## src/rtl/nrf_spi_responder.sv

```systemverilog
// nRF24L01 SPI command-interface responder for RF-less loopback bring-up.
// Oversamples csn/sck/mosi on clk_10 and answers with STATUS, register and payload data.
module nrf_spi_responder (
  input  logic       clk_10,
  input  logic       rst,
  input  logic       csn,
  input  logic       sck,
  input  logic       mosi,
  output logic       miso,
  output logic [5:0] payload_count,
  output logic       cmd_done,
  output logic [7:0] last_cmd
);

  typedef enum logic [2:0] {
    S_IDLE,
    S_CMD,
    S_REG_RD,
    S_REG_WR,
    S_PL_RD,
    S_PL_WR,
    S_IGNORE
  } state_e;

  localparam logic [4:0] STATUS_ADDR      = 5'h07;
  localparam logic [5:0] FIFO_DEPTH       = 6'd32;
  localparam logic [7:0] CMD_R_RX_PAYLOAD = 8'h61;
  localparam logic [7:0] CMD_W_TX_PAYLOAD = 8'hA0;
  localparam logic [7:0] CMD_FLUSH_TX     = 8'hE1;
  localparam logic [7:0] CMD_FLUSH_RX     = 8'hE2;

  function automatic logic [7:0] reg_reset_value(input int unsigned idx);
    case (idx)
      0:       return 8'h08;
      1:       return 8'h3F;
      2:       return 8'h03;
      3:       return 8'h03;
      4:       return 8'h03;
      5:       return 8'h02;
      6:       return 8'h0F;
      default: return 8'h00;
    endcase
  endfunction

  // ---------------------------------------------------------------------------
  // Pin synchronizers; bit [2] of csn/sck is the edge-detect history flop.
  // ---------------------------------------------------------------------------
  logic [2:0] csn_sync_q;
  logic [2:0] sck_sync_q;
  logic [1:0] mosi_sync_q;

  // csn history resets low so a select held low across reset never looks like a fall.
  always_ff @(posedge clk_10) begin
    if (rst) begin
      csn_sync_q  <= 3'b000;
      sck_sync_q  <= 3'b000;
      mosi_sync_q <= 2'b00;
    end else begin
      csn_sync_q  <= {csn_sync_q[1:0], csn};
      sck_sync_q  <= {sck_sync_q[1:0], sck};
      mosi_sync_q <= {mosi_sync_q[0], mosi};
    end
  end

  logic csn_fall;
  logic csn_rise;
  logic sck_rise;
  logic sck_fall;
  logic mosi_s;

  assign csn_fall = csn_sync_q[2] & ~csn_sync_q[1];
  assign csn_rise = ~csn_sync_q[2] & csn_sync_q[1];
  assign sck_rise = ~sck_sync_q[2] & sck_sync_q[1];
  assign sck_fall = sck_sync_q[2] & ~sck_sync_q[1];
  assign mosi_s   = mosi_sync_q[1];

  // ---------------------------------------------------------------------------
  // Protocol state
  // ---------------------------------------------------------------------------
  state_e     state_q, state_d;
  logic [2:0] bit_cnt_q, bit_cnt_d;
  logic [6:0] rx_sh_q, rx_sh_d;
  logic [7:0] tx_sh_q, tx_sh_d;
  logic [4:0] addr_q, addr_d;
  logic       byte_done_q, byte_done_d;
  logic       cmd_seen_q, cmd_seen_d;
  logic [7:0] last_cmd_q, last_cmd_d;
  logic [4:0] rd_ptr_q, rd_ptr_d;
  logic [4:0] wr_ptr_q, wr_ptr_d;
  logic [5:0] count_q, count_d;
  logic [5:0] payload_count_q, payload_count_d;
  logic       cmd_done_q, cmd_done_d;

  logic [7:0] reg_q  [32];
  logic [7:0] fifo_q [32];

  logic       reg_we;
  logic       fifo_we;
  logic [7:0] rx_byte;
  logic [7:0] status;
  logic [7:0] resp_byte;
  logic       fifo_empty;
  logic       fifo_full;

  assign rx_byte    = {rx_sh_q, mosi_s};
  assign fifo_empty = (count_q == 6'd0);
  assign fifo_full  = (count_q == FIFO_DEPTH);
  assign status     = {1'b0, ~fifo_empty, 2'b00, (fifo_empty ? 3'b111 : 3'b000), fifo_full};

  // Byte loaded into tx_sh at the fall following a completed byte.
  always_comb begin
    resp_byte = 8'h00;
    case (state_q)
      S_REG_RD: resp_byte = (addr_q == STATUS_ADDR) ? status : reg_q[addr_q];
      S_PL_RD:  resp_byte = fifo_empty ? 8'h00 : fifo_q[rd_ptr_q];
      default:  resp_byte = 8'h00;
    endcase
  end

  // NOTE: every signal assigned here gets a default first, otherwise paths that skip
  // an assignment infer latches.
  always_comb begin
    state_d         = state_q;
    bit_cnt_d       = bit_cnt_q;
    rx_sh_d         = rx_sh_q;
    tx_sh_d         = tx_sh_q;
    addr_d          = addr_q;
    byte_done_d     = byte_done_q;
    cmd_seen_d      = cmd_seen_q;
    last_cmd_d      = last_cmd_q;
    rd_ptr_d        = rd_ptr_q;
    wr_ptr_d        = wr_ptr_q;
    count_d         = count_q;
    payload_count_d = count_q;
    cmd_done_d      = 1'b0;
    reg_we          = 1'b0;
    fifo_we         = 1'b0;

    if (csn_rise) begin
      state_d     = S_IDLE;
      bit_cnt_d   = 3'd0;
      rx_sh_d     = 7'd0;
      tx_sh_d     = 8'h00;
      byte_done_d = 1'b0;
      cmd_done_d  = cmd_seen_q;
      cmd_seen_d  = 1'b0;
    end else if (csn_fall && state_q == S_IDLE) begin
      state_d     = S_CMD;
      bit_cnt_d   = 3'd0;
      rx_sh_d     = 7'd0;
      tx_sh_d     = status;
      byte_done_d = 1'b0;
    end else if (state_q != S_IDLE) begin
      if (sck_rise) begin
        rx_sh_d   = rx_byte[6:0];
        bit_cnt_d = bit_cnt_q + 3'd1;
        if (bit_cnt_q == 3'd7) begin
          byte_done_d = 1'b1;
          case (state_q)
            S_CMD: begin
              last_cmd_d = rx_byte;
              cmd_seen_d = 1'b1;
              addr_d     = rx_byte[4:0];
              if (rx_byte[7:5] == 3'b000) begin
                state_d = S_REG_RD;
              end else if (rx_byte[7:5] == 3'b001) begin
                state_d = S_REG_WR;
              end else if (rx_byte == CMD_R_RX_PAYLOAD) begin
                state_d = S_PL_RD;
              end else if (rx_byte == CMD_W_TX_PAYLOAD) begin
                state_d = S_PL_WR;
              end else begin
                state_d = S_IGNORE;
                if (rx_byte == CMD_FLUSH_TX || rx_byte == CMD_FLUSH_RX) begin
                  rd_ptr_d = 5'd0;
                  wr_ptr_d = 5'd0;
                  count_d  = 6'd0;
                end
              end
            end
            S_REG_RD: addr_d = addr_q + 5'd1;
            S_REG_WR: begin
              reg_we = (addr_q != STATUS_ADDR);
              addr_d = addr_q + 5'd1;
            end
            S_PL_WR: begin
              if (!fifo_full) begin
                fifo_we  = 1'b1;
                wr_ptr_d = wr_ptr_q + 5'd1;
                count_d  = count_q + 6'd1;
              end
            end
            S_PL_RD: begin
              if (!fifo_empty) begin
                rd_ptr_d = rd_ptr_q + 5'd1;
                count_d  = count_q - 6'd1;
              end
            end
            default: ;
          endcase
        end
      end else if (sck_fall) begin
        if (byte_done_q) begin
          tx_sh_d     = resp_byte;
          byte_done_d = 1'b0;
        end else begin
          tx_sh_d = {tx_sh_q[6:0], 1'b0};
        end
      end
    end
  end

  // NOTE: sequential state uses non-blocking assignments so every flop samples
  // the pre-edge values regardless of statement order.
  always_ff @(posedge clk_10) begin
    if (rst) begin
      state_q         <= S_IDLE;
      bit_cnt_q       <= 3'd0;
      rx_sh_q         <= 7'd0;
      tx_sh_q         <= 8'h00;
      addr_q          <= 5'd0;
      byte_done_q     <= 1'b0;
      cmd_seen_q      <= 1'b0;
      last_cmd_q      <= 8'h00;
      rd_ptr_q        <= 5'd0;
      wr_ptr_q        <= 5'd0;
      count_q         <= 6'd0;
      payload_count_q <= 6'd0;
      cmd_done_q      <= 1'b0;
    end else begin
      state_q         <= state_d;
      bit_cnt_q       <= bit_cnt_d;
      rx_sh_q         <= rx_sh_d;
      tx_sh_q         <= tx_sh_d;
      addr_q          <= addr_d;
      byte_done_q     <= byte_done_d;
      cmd_seen_q      <= cmd_seen_d;
      last_cmd_q      <= last_cmd_d;
      rd_ptr_q        <= rd_ptr_d;
      wr_ptr_q        <= wr_ptr_d;
      count_q         <= count_d;
      payload_count_q <= payload_count_d;
      cmd_done_q      <= cmd_done_d;
    end
  end

  // NOTE: the register file has architectural reset values so it is reset; the
  // payload storage is not, because the cleared pointers and count make it unreadable.
  always_ff @(posedge clk_10) begin
    if (rst) begin
      for (int i = 0; i < 32; i++) begin
        reg_q[i] <= reg_reset_value(i);
      end
    end else if (reg_we) begin
      reg_q[addr_q] <= rx_byte;
    end
  end

  always_ff @(posedge clk_10) begin
    if (fifo_we) begin
      fifo_q[wr_ptr_q] <= rx_byte;
    end
  end

  assign miso          = (state_q != S_IDLE) & tx_sh_q[7];
  assign payload_count = payload_count_q;
  assign cmd_done      = cmd_done_q;
  assign last_cmd      = last_cmd_q;

endmodule

```

## config.mk

```make
export PLATFORM = sky130hd
export DESIGN_NAME = nrf_spi_responder
export DESIGN_NICKNAME = d
export VERILOG_FILES = /design/src/rtl/nrf_spi_responder.sv
export SDC_FILE = /design/constraint.sdc
export NUM_CORES = 1
export LEC_CHECK = 0
export ABC_AREA = 1
export CAP_MARGIN = 30
export CORE_ASPECT_RATIO = 0.75
export CORE_UTILIZATION = 55
export DETAILED_ROUTE_END_ITERATION = 10
export GPL_ROUTABILITY_DRIVEN = 0
export PLACE_DENSITY = 0.71
export SYNTH_ARGS = -nofsm -noshare
export SYNTH_HDL_FRONTEND = slang
export SYNTH_SLANG_ARGS = --single-unit
```

## constraint.sdc

```tcl
create_clock -name clk_10 -period 2.6 [get_ports clk_10]
set_input_delay 0.26 -clock clk_10 [delete_from_list [all_inputs] [get_ports clk_10]]
set_output_delay 0.26 -clock clk_10 [all_outputs]
set_load 0.02 [all_outputs]
```

Word level (Yosys, flattened, before mapping)
Memory sizes are Yosys's and may differ from the RTL's. A register that Yosys moved wholly into a read port is not among the register bits.
Cells that the tools add are included.
- bitwise logic cells: 13
- $mul: 0
- reductions and logical operators: 33
- equal/unequal tests: 23
- mux-type cells: 72
- $lt $le $gt $ge: 0
- $add $sub $neg: 6
- shifts and indexed selects: 0
- div/mod/pow operators: 0
- operators with widths (cell ; count):
    $mux 8 ; 10
    $mux 5 ; 12
    $mux 6 ; 7
    $pmux 5 s2 ; 3
    $mux 1 ; 29
    $mux 7 ; 4
    $eq 8x8->1 const B ; 3
    $reduce_and 12->1 ; 2
    $pmux 6 s3 ; 1
    $reduce_bool 2->1 ; 9
    $pmux 8 s2 ; 1
    $add 5x1->5 const B ; 3
    $ne 2x2->1 const B ; 7
    $reduce_and 13->1 ; 1
    $reduce_and 6->1 ; 2
    $eq 3x3->1 const B ; 3
    $mux 3 ; 3
    $reduce_and 3->1 ; 3
    $eq 8x7->1 const B ; 1
    $not 1->1 ; 8
    $reduce_and 4->1 ; 2
    $reduce_or 8->1 ; 1
    $add 6x1->6 const B ; 1
    $eq 3x1->1 const B ; 2
    18 further kinds ; 29
- input port bits: 5
- ROM bits: 0
- latch bits: 0
- output and inout bits: 16
- bits in registers: 67
- memory bits (writable): 512
- memories: 2
- memory list (name ; words ; width ; read ports ; clocked after memory_dff ; write ports ; RTL line ; source):
    fifo_q ; 32 ; 8 ; 1 ; 1 ; 1 ; 95 ; logic [7:0] fifo_q [32];
    reg_q ; 32 ; 8 ; 1 ; 1 ; 32 ; 94 ; logic [7:0] reg_q [32];

Depth between registers and ports, before layout
Gate-level depths: netlist of the first run.
- depth after elaboration: 12
- depth in mapped cells: 16
- depth with buffers taken out: 13

Least setup slack after synthesis of the first run
Ideal clock, no wire load.
- path type: register to register
- from: register rx_sh_q[5]
- to: register wr_ptr_q[0]
- period minus slack after synthesis: 2.288 ns
- arrival: 2.162 ns
- path slack: 0.312 ns
- library setup time: 0.126 ns
- required time: 2.474 ns
- stages on the path, launching flop included: 10
- buffers on the path: 0
- path through: dfxtp_1 -> clkinv_1 -> nor2_1 -> nand4_1 -> nand2_1 -> nand3_1 -> o21ai_1 -> inv_1 -> o21ai_0 -> a21oi_1
- longest elaborated chain between the ends: 4
- elaborated cells on any way between the ends: 13
- classes of those cells: 10 x eq/ne; 3 x reduce/logical
- RTL lines (what ; RTL line ; source):
    start: declaration ; 82 ; logic [6:0] rx_sh_q, rx_sh_d;
    start signal: assignment ; 233 ; rx_sh_q <= rx_sh_d;
    $eq 8x8->1 ; 174 ; if (rx_byte == CMD_FLUSH_TX || rx_byte == CMD_FLUSH_RX) begin
    $logic_or 1x1->1 ; 174 ;
    $ne 2x2->1 (no source line) ; - ;
    $reduce_and 12->1 (no source line) * ; - ;
    end signal: assignment ; 240 ; wr_ptr_q <= wr_ptr_d;
    end: declaration ; 89 ; logic [4:0] wr_ptr_q, wr_ptr_d;
Mark *: on every way between the ends. The rest lies on a longest branch, timed or not.
A chain may end at the register's enable or synchronous reset.

==> out/metrics.yaml, run 1 <==
clockRootBuffer: "clkbuf_16"
num-nets-final: 2664
setup_ws_ns: 0.2205
cts_setup_buffers: 0
yosys-top-cells-area: "edfxtp_1 60%, nand2_1 8.5%, nor2_1 7.1%, nand3_1 6.1%, dfxtp_1 6.1%"
cp_num_buf_inv: 4
grt_max_degree: 135
arrival_ns: 2.65
outcome: "completed"
rows: 67
yosysWarnings: 0
fin_crit_sh_pct: 91.52
crit_chain: "inv_1 -> nand3_1 -> nand2_1 -> nor2_1 -> inv_1 -> buf_4 -> nor4_4 -> buf_12 -> nand2_1 -> nand2_1"
ys_async_sr_fraction_pct: 0
dp_slack_ns: -0.05459
setup_tns_ns: 0
netlist.area_leader.share_pct: 60.40
rsz0062_at_grt: "true"
post_route_cells_drive_above_1_share_pct: 9.557
fp.dieH_um: 188.3
crit_top_cell: "nand2_1"
drtIter0Drc: 2838
avgViaCountPerCell: 5.789
diodes: 0
area_growth_pct: 13.55
cts.sinks: 589
p_leak_nw: 10.40
p_per_area_mw_per_mm2: 646.3
cp-startpoint: "state_q[2]"
synth-edff-count: 512
first_pass_iters: 6
tightest_slew_ns: 0.7256
min-delay-start: "sck"
ys_seq_area_share_pct: 66.46
worst_slew_margin_rel_pct: 51.25
hold_slack_ns: 0.1744
dp_hpwl_um: 40180
clk_path_buf_depth: 3
synth_cell_types: 34
r2r_end: "reg_q[27][6]"
hold_viol: 0
cap_violations: 0
dieArea_mm2: 0.04715
cpPeakStageDelay_ns: 0.35
cts_buffers: 56
num_io_pins: 21
report.final.slew_viol_count: 0
grt_pass1_wl_um: 100800
drc: 0
fmax_mhz: 420.2
grt_overflow: 0
ys.flop_type: "edfxtp_1"
setup_viol: 0
core_area_mm2: 0.04518
drtAntennaViolNets: 0
total_power_w: 0.01868
crit_end: "reg_q[27][6]"
setup.worst_path.end_class: "flop"
finish.utilization_pct: 63.96
start_util_pct: 56.33
reg2reg_from: "state_q[2]"
cp.depth: 10
crit_required_ns: 2.87
grt_use_total_pct: 27.82
netlist_area_mm2: 0.02545
tritoncts: "done"
htreeDepth: 2
antenna_found_initial: 0
vias: 18960
hold_buffers: 0
hp-class: "input port to flop"
grt_pass1_vias: 17830
clk_latency_ns: 0.62
cpLargestDelayFamily: "simple AND/OR/NAND/NOR gates"
yosysTopAreaCell: "edfxtp_1"
crit_type: "flop to flop"
critPathMaxFanout: 8
period_needed_ns: 2.380
routedWlPerCell_um: 19.78
regToRegSetupSlack_ns: 0.22
vdd_ir_drop_max_mv: 0.4588
synth-seq-cells: 589
cpMaxStageDelayCell: "dfxtp_1"
postSynthAreaPerCell_um2: 9.912
fp.dieW_um: 250.4
clock_skew_ns: 0.02024
r2r.worst_path.cells: 10
io_buffers: 20
startpoint_type: "flop"
routed_wl_um: 64770
synth_cells: 2568
cts.clk_slew.worst_paths_ns: 0.07
[metal layers]
| metal | vias to the layer above | GRT usage [%] | wire length, µm |
|---|---|---|---|
| li1 | 8805 | - | - |
| met4 | 0 | 7.905 | 1503 |
| met3 | 127 | 5.843 | 7517 |
| met2 | 1012 | 40.84 | 27870 |
| met1 | 9014 | 41.88 | 27880 |
| met5 | - | 0 | 0 |
[cells in the mapped netlist (2+ instances only)]
master    number
nand2_1      577
edfxtp_1     512
nor2_1       481
nand3_1      311
inv_1        146
o21ai_0      140
clkbuf_1     121
dfxtp_1       77
a21oi_1       58
o211ai_1      45
buf_1         17
nor3_1        17
ha_1          15
clkinv_1      10
xor2_1         6
a211oi_1       4
buf_2          4
inv_2          4
nand4_1        3
a31oi_1        2
nor3b_1        2
o21ai_1        2
o22ai_1        2
xnor2_1        2
[cell usage in the layout (no fill, tap or decap), types with 3 or more instances in the layout]
cell type / instances
nand2_1: 552
edfxtp_1: 512
nor2_1: 481
nand3_1: 311
inv_1: 145
o21ai_0: 140
buf_4: 120
dfxtp_1: 73
clkbuf_16: 59
a21oi_1: 58
o211ai_1: 45
nand2_2: 24
clkdlybuf4s50_1: 20
clkinv_1: 18
nor3_1: 17
ha_1: 15
clkinv_2: 12
buf_12: 12
clkbuf_1: 9
conb_1: 8
clkbuf_8: 7
xor2_1: 6
a211oi_1: 4
clkbuf_4: 4
nand4_1: 3
inv_2: 3
[logic make-up after synthesis]
| logic type | share of synthesized area [%] |
|---|---|
| and+or+nand+nor | 22.38 |
| xor gates and xnor gates | 0.2753 |
| DFF | 66.46 |
| adders and majority gates | 0.8160 |
| AOI/OAI and AO/OA | 5.579 |
| buffers and inverters | 4.473 |
| other | 0.01473 |
[through the flow]
stage / area, µm² / cells
6_report: 28900 / 3275
3_3_place_gp: 27030 / 3171
5_1_grt: 28900 / 3275
3_5_place_dp: 27030 / 3171
4_1_cts: 28820 / 3275
2_1_floorplan: 25480 / 2575
[flip-flops by register name, indices dropped and copies added, names as in the netlist, 3 cells and up, named ones only]
signal	count
addr_q	5
bit_cnt_q	3
count_q	6
csn_sync_q	3
fifo_q	256
last_cmd	8
payload_count	6
rd_ptr_q	5
reg_q	256
rx_sh_q	7
sck_sync_q	3
state_q	3
tx_sh_q	8
wr_ptr_q	5
[worst reg2reg max path: cells and delay by family (launching register included)]
family	cells	cell delay [ns]
buf+inv	4	0.57
flops	1	0.35
simple gates	6	1.12
[final cells by class]
type | instances | area (µm²)
fillers | 3477 | 16280
clock buffers | 79 | 1637
well taps | 586 | 733.2
repair buffers | 152 | 1341
flip-flops and latches | 589 | 16930
clock inverters | 25 | 157.7
multi-input cells | 1684 | 7498
inverters | 160 | 608.1
[worst min path at each step]
stage	end	slack [ns]	cells past startpoint
floorplan	csn_sync_q[0]	0.37	2
global placement	mosi_sync_q[1]	0.40	2
detailed placement	mosi_sync_q[1]	0.41	2
CTS	sck_sync_q[0]	0.15	3
global route	sck_sync_q[0]	0.17	3
finish	sck_sync_q[0]	0.17	3
[power by group]
| group | internal (W) | switching [W] | total (W) |
|---|---|---|---|
| Clock | 0.00448 | 0.00347 | 0.00795 |
| Sequential | 0.0104 | 0.0000590 | 0.0104 |
| Combinational | 0.0000770 | 0.000230 | 0.000307 |
[repair_timing]
action / 4_1_cts / 5_1_grt
hold endpoints to repair: 0 / 0
endpoints found under the setup margin: 0 / 209
resized for setup: 0 / 30
Note: power is estimated with default switching activity, not from simulation.
==> run 2: changes to the inputs <==
--- a/config.mk
+++ b/config.mk
@@ -6,7 +6,7 @@
 export NUM_CORES = 1
 export LEC_CHECK = 0
 export ABC_AREA = 1
-export CAP_MARGIN = 30
+export CAP_MARGIN = 15
 export CORE_ASPECT_RATIO = 0.75
 export CORE_UTILIZATION = 55
 export DETAILED_ROUTE_END_ITERATION = 10
==> results of run 2 <==
Same layout as run 1: the final DEF is identical, and so are final timing and power.
